### config.mk
export PLATFORM = sky130hd
export DESIGN_NAME = accum_frame
export DESIGN_NICKNAME = d
export VERILOG_FILES = /design/src/rtl/accum_pkg.sv /design/src/rtl/accum_frame_add.sv /design/src/rtl/accum_frame.sv
export SDC_FILE = /design/constraint.sdc
export NUM_CORES = 1
export LEC_CHECK = 0
export CAP_MARGIN = 40
export CELL_PAD_IN_SITES_DETAIL_PLACEMENT = 1
export CELL_PAD_IN_SITES_GLOBAL_PLACEMENT = 2
export CORE_MARGIN = 4
export CORE_UTILIZATION = 25
export CTS_BUF_LIST = sky130_fd_sc_hd__clkbuf_8
export CTS_CLUSTER_SIZE = 40
export DETAILED_ROUTE_END_ITERATION = 7
export HOLD_SLACK_MARGIN = 0.06
export PLACE_DENSITY_LB_ADDON = 0.25
export SETUP_SLACK_MARGIN = 0.3
export SYNTH_ARGS = -nofsm -noshare
export SYNTH_HDL_FRONTEND = slang
export SYNTH_SLANG_ARGS = --single-unit
export TNS_END_PERCENT = 30
### constraint.sdc
create_clock -name Clk -period 2.35 [get_ports Clk]
set_clock_uncertainty 0.1 [all_clocks]
set_input_delay 0.235 -clock Clk [delete_from_list [all_inputs] [get_ports Clk]]
set_output_delay 0.235 -clock Clk [all_outputs]
set_load 0.01 [all_outputs]
### src/rtl/accum_pkg.sv
// Shared definitions for the frame accumulator: FSM state encoding and the
// constant clog2 helper used to size the frame counter.
package accum_pkg;

  typedef enum logic {
    ACC  = 1'b0,
    HOLD = 1'b1
  } state_e;

  function automatic int unsigned clog2(input int unsigned value);
    int unsigned res;
    res = 0;
    for (int i = 0; i < 32; i++) begin
      if ((64'd1 << i) < 64'(value)) res = unsigned'(i + 1);
    end
    return res;
  endfunction

endpackage

### src/rtl/accum_frame_add.sv
// Plain combinational adder; the caller widens operands by one bit so the
// MSB of the result is the carry-out.
module accum_frame_add #(
  parameter int unsigned WIDTH = 3
) (
  input  logic [WIDTH-1:0] a,
  input  logic [WIDTH-1:0] b,
  output logic [WIDTH-1:0] sum
);

  assign sum = a + b;

endmodule

### src/rtl/accum_frame.sv
// Frame accumulator: sums COUNT operands per frame and presents the total with a
// sticky carry flag. Define ACCUM_SAT_EN for a saturating rather than wrapping sum.
module accum_frame
  import accum_pkg::*;
#(
  parameter int unsigned DATAWIDTH = 2,
  parameter int unsigned COUNT     = 4
) (
  input  logic                 Clk,
  input  logic                 Rst,
  input  logic                 in_valid,
  output logic                 in_ready,
  input  logic [DATAWIDTH-1:0] in_data,
  output logic                 out_valid,
  input  logic                 out_ready,
  output logic [DATAWIDTH-1:0] out_data,
  output logic                 ovf
);

  localparam int unsigned CNTW = (clog2(COUNT) > 1) ? clog2(COUNT) : 1;
  localparam logic [CNTW-1:0] LastCnt = CNTW'(COUNT - 1);

  state_e                 state_q, state_d;
  logic [DATAWIDTH-1:0]   acc_q, acc_d;
  logic [CNTW-1:0]        cnt_q, cnt_d;
  logic                   ovf_q, ovf_d;

  logic [DATAWIDTH:0]     sum;
  logic                   carry;
  logic [DATAWIDTH-1:0]   add_res;

  accum_frame_add #(
    .WIDTH(DATAWIDTH + 1)
  ) u_add (
    .a   ({1'b0, acc_q}),
    .b   ({1'b0, in_data}),
    .sum (sum)
  );

  assign carry = sum[DATAWIDTH];

`ifdef ACCUM_SAT_EN
  // Once saturated, further adds either carry again or add zero, so it sticks.
  assign add_res = carry ? '1 : sum[DATAWIDTH-1:0];
`else
  assign add_res = sum[DATAWIDTH-1:0];
`endif

  // Rst gates in_ready so no operand looks acceptable while reset is asserted.
  assign in_ready  = (state_q == ACC) && !Rst;
  assign out_valid = (state_q == HOLD);
  assign out_data  = acc_q;
  assign ovf       = ovf_q;

  always_comb begin
    state_d = state_q;
    acc_d   = acc_q;
    cnt_d   = cnt_q;
    ovf_d   = ovf_q;
    unique case (state_q)
      ACC: begin
        if (in_valid) begin
          if (cnt_q == '0) begin
            acc_d = in_data;
            ovf_d = 1'b0;
          end else begin
            acc_d = add_res;
            ovf_d = ovf_q | carry;
          end
          if (cnt_q == LastCnt) begin
            cnt_d   = '0;
            state_d = HOLD;
          end else begin
            cnt_d = cnt_q + CNTW'(1);
          end
        end
      end
      HOLD: begin
        if (out_ready) begin
          state_d = ACC;
          acc_d   = '0;
        end
      end
      default: state_d = ACC;
    endcase
  end

  always_ff @(posedge Clk) begin
    if (Rst) begin
      state_q <= ACC;
      acc_q   <= '0;
      cnt_q   <= '0;
      ovf_q   <= 1'b0;
    end else begin
      state_q <= state_d;
      acc_q   <= acc_d;
      cnt_q   <= cnt_d;
      ovf_q   <= ovf_d;
    end
  end

endmodule

==> impl_metrics.ini, run 1 <==
[timing]
maximum_clock_rate_mhz = 541
timing.final.crit_share_pct = 78.6
grt_setup_unrepaired = no
totalNegativeSetupSlack_ps = 0
max-slew-margin-rel_pct = 77.7
report.final.slew_viol_count = 0
report.final.setup_viol = 0
timing_worst_slew_pin_value_ps = 333
hold_ws_ps = 403
timing.final.crit_period_ps = 1850
hold_vio_cnt_final = 0

[worst_setup_path]
critical_path.n_buffers_inverters = 2
max_stage_delay_ps = 570
path_depth = 3
cpLargestDelayFamily = buffers and inverters
timing.reg2reg.worst_path_depth = 5
path_common_cell = sky130_fd_sc_hd__clkdlybuf4s50_1
critical_path.cell_chain = clkdlybuf4s50_1, nor2_1, clkdlybuf4s50_1
cp-endpoint = in_ready
crit_slowest_cell = sky130_fd_sc_hd__clkdlybuf4s50_1
critical_path_arrival_ps = 1510
startpoint_type = input pin
setup.worst_path.end_class = output pin
rr_startpoint = out_data[0]
worstSetupStartpoint = Rst
required_time_reported_for_the_critical_path_endpoint_ps = 2020
regToRegEndpoint = out_data[1]
critical_path_class = in2out
worst-r2r-setup-slack_ps = 830
crit_path_max_fanout = 8

[clock_tree]
clock_latency_ps = 220
htree_num_levels = 1
postCtsSetupRepairBufs = 0
clock_sink_count = 6
clkSlewWorstSetupHoldPaths_ps = 40
post_cts_hold_buffer_count = 0
cts_root_buf = sky130_fd_sc_hd__clkbuf_8
ctsResizeCount = 0
clock_path_buffers = 2
clock_buffer_count_from_cts = 3
cts_tree = built

[place]
placedInstanceArea_um2 = 460
place_congestion = 0.630
place.port_buffers = 10
dp_hpwl_um = 654

[logic_synthesis]
avgSynthCellArea_um2 = 8.73
yosys_register_bits = 6
synth.yosys.warnings = 0
post_synth_instance_area_um2 = 349
postSynthCellCount = 40
seq_area_frac_synth_pct = 34.4
synthesis.nets = 50
synthDistinctLibCells = 16

[detailed_routing]
route.detailed.vias_per_inst = 4.48
route.vias.total = 300
drcViolationCount = 0
drtIter0Drc = 4
detail_route.first_pass.iterations = 3
route.detailed.wl_per_inst_um = 11.9
drtAntennaViolNets = 0
drt_wirelength_um = 798

[finish]
diodes = 0
nFillCells = 160
final_nets = 64
final_layout_size_suffix_gt1_share_pct = 11.5
stdcell_area_um2 = 502
area_delta_synth_final_pct = 43.7

[die]
number_of_standard_cell_rows_in_the_floorplan = 13
floorplan.die.width_um = 45.4
floorplan.initialDensity_pct = 26.8
die_area_mm2 = 0.00206
ioPinCount = 11
core-area_mm2 = 0.00130
floorplan.die.height_um = 45.4

[power_and_ir_drop]
vdd_drop_max_v = 0.000244
power.leakage_nw = 0.216
pwr_density_mw_per_mm2 = 663

[hold_path]
timing.hold.worst.class = reg2reg
timing.hold.worst_path_depth = 2

[global_route]
grt-ovfl-total = 0
grtUsageTotal_pct = 9.53
grt_first_pass_wirelength_um = 1360
initial_antenna_violation_count = 0
first_global_vias = 342
grt_start_max_net_pins = 9

[flow_run]
drv.max_cap_violation_count = 0

[status]
outcome = finished, final reports clean
[layout make-up]
| type | instances | area, um^2 | area share (%) |
|---|---|---|---|
| inverters | 7 | 26.3 | 5.24 |
| well taps | 15 | 18.8 | 3.74 |
| multi-input cells | 25 | 188 | 37.4 |
| repair buffers | 11 | 108 | 21.4 |
| flip-flops and latches | 6 | 120 | 23.9 |
| clock buffers | 3 | 41.3 | 8.23 |
[metrics by stage]
step,util (%),setup slack [ps],total power [mW],std cells
after detailed placement,35.4,440,0.179,64
after global routing,38.6,425,0.353,67
after CTS,38.6,502,0.339,67
after global placement,35.4,468,0.175,64
after floorplan,-,836,0.152,40
final,38.6,502,0.332,67
[logic make-up after synthesis]
group | share of synthesized area (%)
AND/OR/NAND/NOR | 12.2
AO/OA/AOI/OAI | 16.1
multiplexers | 8.96
flip-flops | 34.4
buffers and inverters | 11.8
adder cells (fa/ha/maj) | 16.5
[how the worst min path moves through the flow]
stage | startpoint | end
3_3_place_gp | out_data[0] | out_data[0]
6_report | out_data[0] | out_data[0]
5_1_grt | out_data[0] | out_data[0]
3_5_place_dp | out_data[0] | out_data[0]
2_1_floorplan | out_ready | out_valid
4_1_cts | out_data[0] | out_data[0]
[power by group]
part | internal, mW | leakage [nW] | total [mW] | switching (mW)
logic | 0.0333 | 0.145 | 0.0610 | 0.0277
registers | 0.110 | 0.0491 | 0.115 | 0.00543
clock network | 0.110 | 0.0216 | 0.156 | 0.0462
total | 0.253 | 0.216 | 0.332 | 0.0793
[cell usage after synthesis]
library cell                number  area, um^2
sky130_fd_sc_hd__a2111oi_2       1        15.0
sky130_fd_sc_hd__a211oi_1        1        7.51
sky130_fd_sc_hd__a21oi_1         3        15.0
sky130_fd_sc_hd__a31o_1          1        8.76
sky130_fd_sc_hd__buf_6           1        11.3
sky130_fd_sc_hd__clkbuf_1        1        3.75
sky130_fd_sc_hd__dfxtp_1         6         120
sky130_fd_sc_hd__fa_1            1        20.0
sky130_fd_sc_hd__ha_1            3        37.5
sky130_fd_sc_hd__inv_1           7        26.3
sky130_fd_sc_hd__mux2_2          1        11.3
sky130_fd_sc_hd__mux2i_1         2        20.0
sky130_fd_sc_hd__nand2_1         2        7.51
sky130_fd_sc_hd__nor2_1          6        22.5
sky130_fd_sc_hd__nor2b_1         2        12.5
sky130_fd_sc_hd__o21ai_0         2        10.0
[cells in the final DEF, fill, tap and decap left out, drive strengths merged]
cell type	synthesis	routed
a2111oi	1	1
a211oi	1	1
a21oi	3	3
a31o	1	1
buf	1	1
clkbuf	1	3
clkdlybuf4s50	0	10
dfxtp	6	6
fa	1	1
ha	3	3
inv	7	7
mux2	1	1
mux2i	2	2
nand2	2	2
nor2	6	6
nor2b	2	2
o21ai	2	2
[per-layer routing]
layer  GRT usage (%)  part of all wire (%)  up-vias
met5               0                     0        -
met4            5.26                     0        0
met3            3.59                   5.5        0
met2            16.7                    53        5
met1            9.59                    41      143
li1                -                     -      152
[worst reg2reg max path, stage by stage (launching register included)]
cell                      delay, ps
sky130_fd_sc_hd__dfxtp_1        340
sky130_fd_sc_hd__ha_1           150
sky130_fd_sc_hd__inv_1           50
sky130_fd_sc_hd__fa_1           470
sky130_fd_sc_hd__o21ai_0         90
sky130_fd_sc_hd__a31o_1         220
[sequential cells by signal (all words and copies together) (netlist names)]
register	count
ovf	1
out_valid	1
out_data	2
cnt_q	2
Power figures use the tool's default switching activity.
==> inputs of run 2 (changes only) <==
CORE_UTILIZATION = 23   (was 25)
clock period = 1.6 ns   (was 2.35 ns; I/O delays follow)
==> run 2 against run 1 <==
Net effect: power is 50% higher; via count is 7.7% higher; first-iteration DRC count is 25% lower; largest power group unchanged; highest routed layer is now met4.
==> impl_metrics.ini, run 2 (synthesis results as in run 1) <==
[place]
dp_cells = 65
place.port_buffers = 10
dp_hpwl_um = 714
place_congestion = 0.721
pre_cts_worst_setup_slack_ps = -206

[detailed_routing]
route.detailed.wl_per_inst_um = 12.8
drtAntennaViolNets = 0
drt_wirelength_um = 899
route.detailed.vias_per_inst = 4.61
route.vias.total = 323
detail_route.first_pass.iterations = 3
drcViolationCount = 0
drtIter0Drc = 3

[worst_setup_path]
setup.worst_path.end_class = output pin
max_stage_delay_ps = 520
required_time_reported_for_the_critical_path_endpoint_ps = 1340
worstSetupStartpoint = out_data[0]
startpoint_type = register
critical_path_class = reg2out
rr_startpoint = out_data[0]
crit_slowest_cell = sky130_fd_sc_hd__clkdlybuf4s50_1
crit_path_max_fanout = 2
critical_path.cell_chain = buf_4, clkdlybuf4s50_1
critical_path_arrival_ps = 1190

[clock_tree]
clock_path_buffers = 2
clock_sink_count = 6
cts_tree = built
htree_num_levels = 1
clock_latency_ps = 220
clkSlewWorstSetupHoldPaths_ps = 40
post_cts_hold_buffer_count = 0
cts_root_buf = sky130_fd_sc_hd__clkbuf_8
clock_buffer_count_from_cts = 3

[die]
ioPinCount = 11
floorplan.die.height_um = 47.0
die_area_mm2 = 0.00221
floorplan.initialDensity_pct = 25.5
floorplan.die.width_um = 47.0
number_of_standard_cell_rows_in_the_floorplan = 13
core-area_mm2 = 0.00137

[timing]
report.final.setup_viol = 0
fin_ws_ps = 151
maximum_clock_rate_mhz = 690
max-slew-margin-rel_pct = 81.7
grt_setup_unrepaired = yes
hold_vio_cnt_final = 0
report.final.slew_viol_count = 0
timing.final.crit_period_ps = 1450
timing_worst_slew_pin_value_ps = 274
timing.final.crit_share_pct = 90.5

[finish]
final_nets = 67
layout.cells.most_common = sky130_fd_sc_hd__clkdlybuf4s50_1
diodes = 0
layout_common_cells = sky130_fd_sc_hd__clkdlybuf4s50_1 (7), sky130_fd_sc_hd__nor2_1 (6), sky130_fd_sc_hd__inv_1 (5)
area_delta_synth_final_pct = 54.1
final-instance-count-excl-fill = 70
final_layout_size_suffix_gt1_share_pct = 27.3

[global_route]
first_global_vias = 378
grt_first_pass_wirelength_um = 1570
grt-ovfl-total = 0
grt_start_max_net_pins = 9
grtUsageTotal_pct = 10.5
initial_antenna_violation_count = 0

[hold_path]
worst_hold_start = in_data[1]
timing.hold.worst.class = in2reg

[status]
outcome = finished, final reports clean

[flow_run]
drv.max_cap_violation_count = 0

[power_and_ir_drop]
power.leakage_nw = 0.235
vdd_drop_max_v = 0.000364
pwr_density_mw_per_mm2 = 928
report.power.total_mw = 0.499
run 2: cell types whose count changed in the layout (fill, tap and decap cells not counted), sizes merged:
| cell | previous run | this run |
|---|---|---|
| buf | 1 | 4 |
| clkdlybuf4s50 | 10 | 7 |
| dlygate4sd2 | 0 | 3 |
run 2: power breakdown:
part	total (mW)	switching (mW)	internal, mW
sequential	0.170	0.00863	0.162
clock	0.227	0.0650	0.162
combinational	0.103	0.0467	0.0559
total	0.499	0.120	0.379
run 2: metrics by stage:
step	util, %	area [um^2]	hold WS [ps]	setup TNS [ps]
after floorplan	-	353	280	0
after global placement	34.5	472	371	-251
after detailed placement	34.5	472	392	-340
after CTS	39.3	537	368	0
after global routing	39.4	538	433	0
final	39.4	538	357	0
run 2: worst paths after layout:
check | cells past startpoint | slack, ps | to
max | 2 | 150 | out_data[0]
min | 4 | 360 | out_data[1]
min reg2reg | 2 | 420 | ovf
max reg2reg | 5 | 150 | out_data[1]
run 2: cell type report:
type	count	area, um^2
fill	170	828
multi-input combinational	25	203
timing repair buffer	14	126
sequential	6	123
clock buffer	3	41.3
inverter	7	26.3
tap	15	18.8
run 2: layer usage:
metal / vias up / global-route usage [%] / routed length [um]
li1: 159 / - / -
met1: 153 / 11.2 / 381
met2: 9 / 17.6 / 452
met3: 2 / 3.45 / 49
met4: 0 / 6.63 / 14
met5: - / 0 / 0
run 2: worst max-delay path: cells and delay by family (launching register included):
family	cells	cell delay, ps
buf+inv	2	630
flops	1	340
run 2: timing repair:
action                     4_1_cts  5_1_grt
setup endpoints to repair        8        7
pin swaps                        2        0
gates resized for setup          6        2
buffers inserted                 2        0
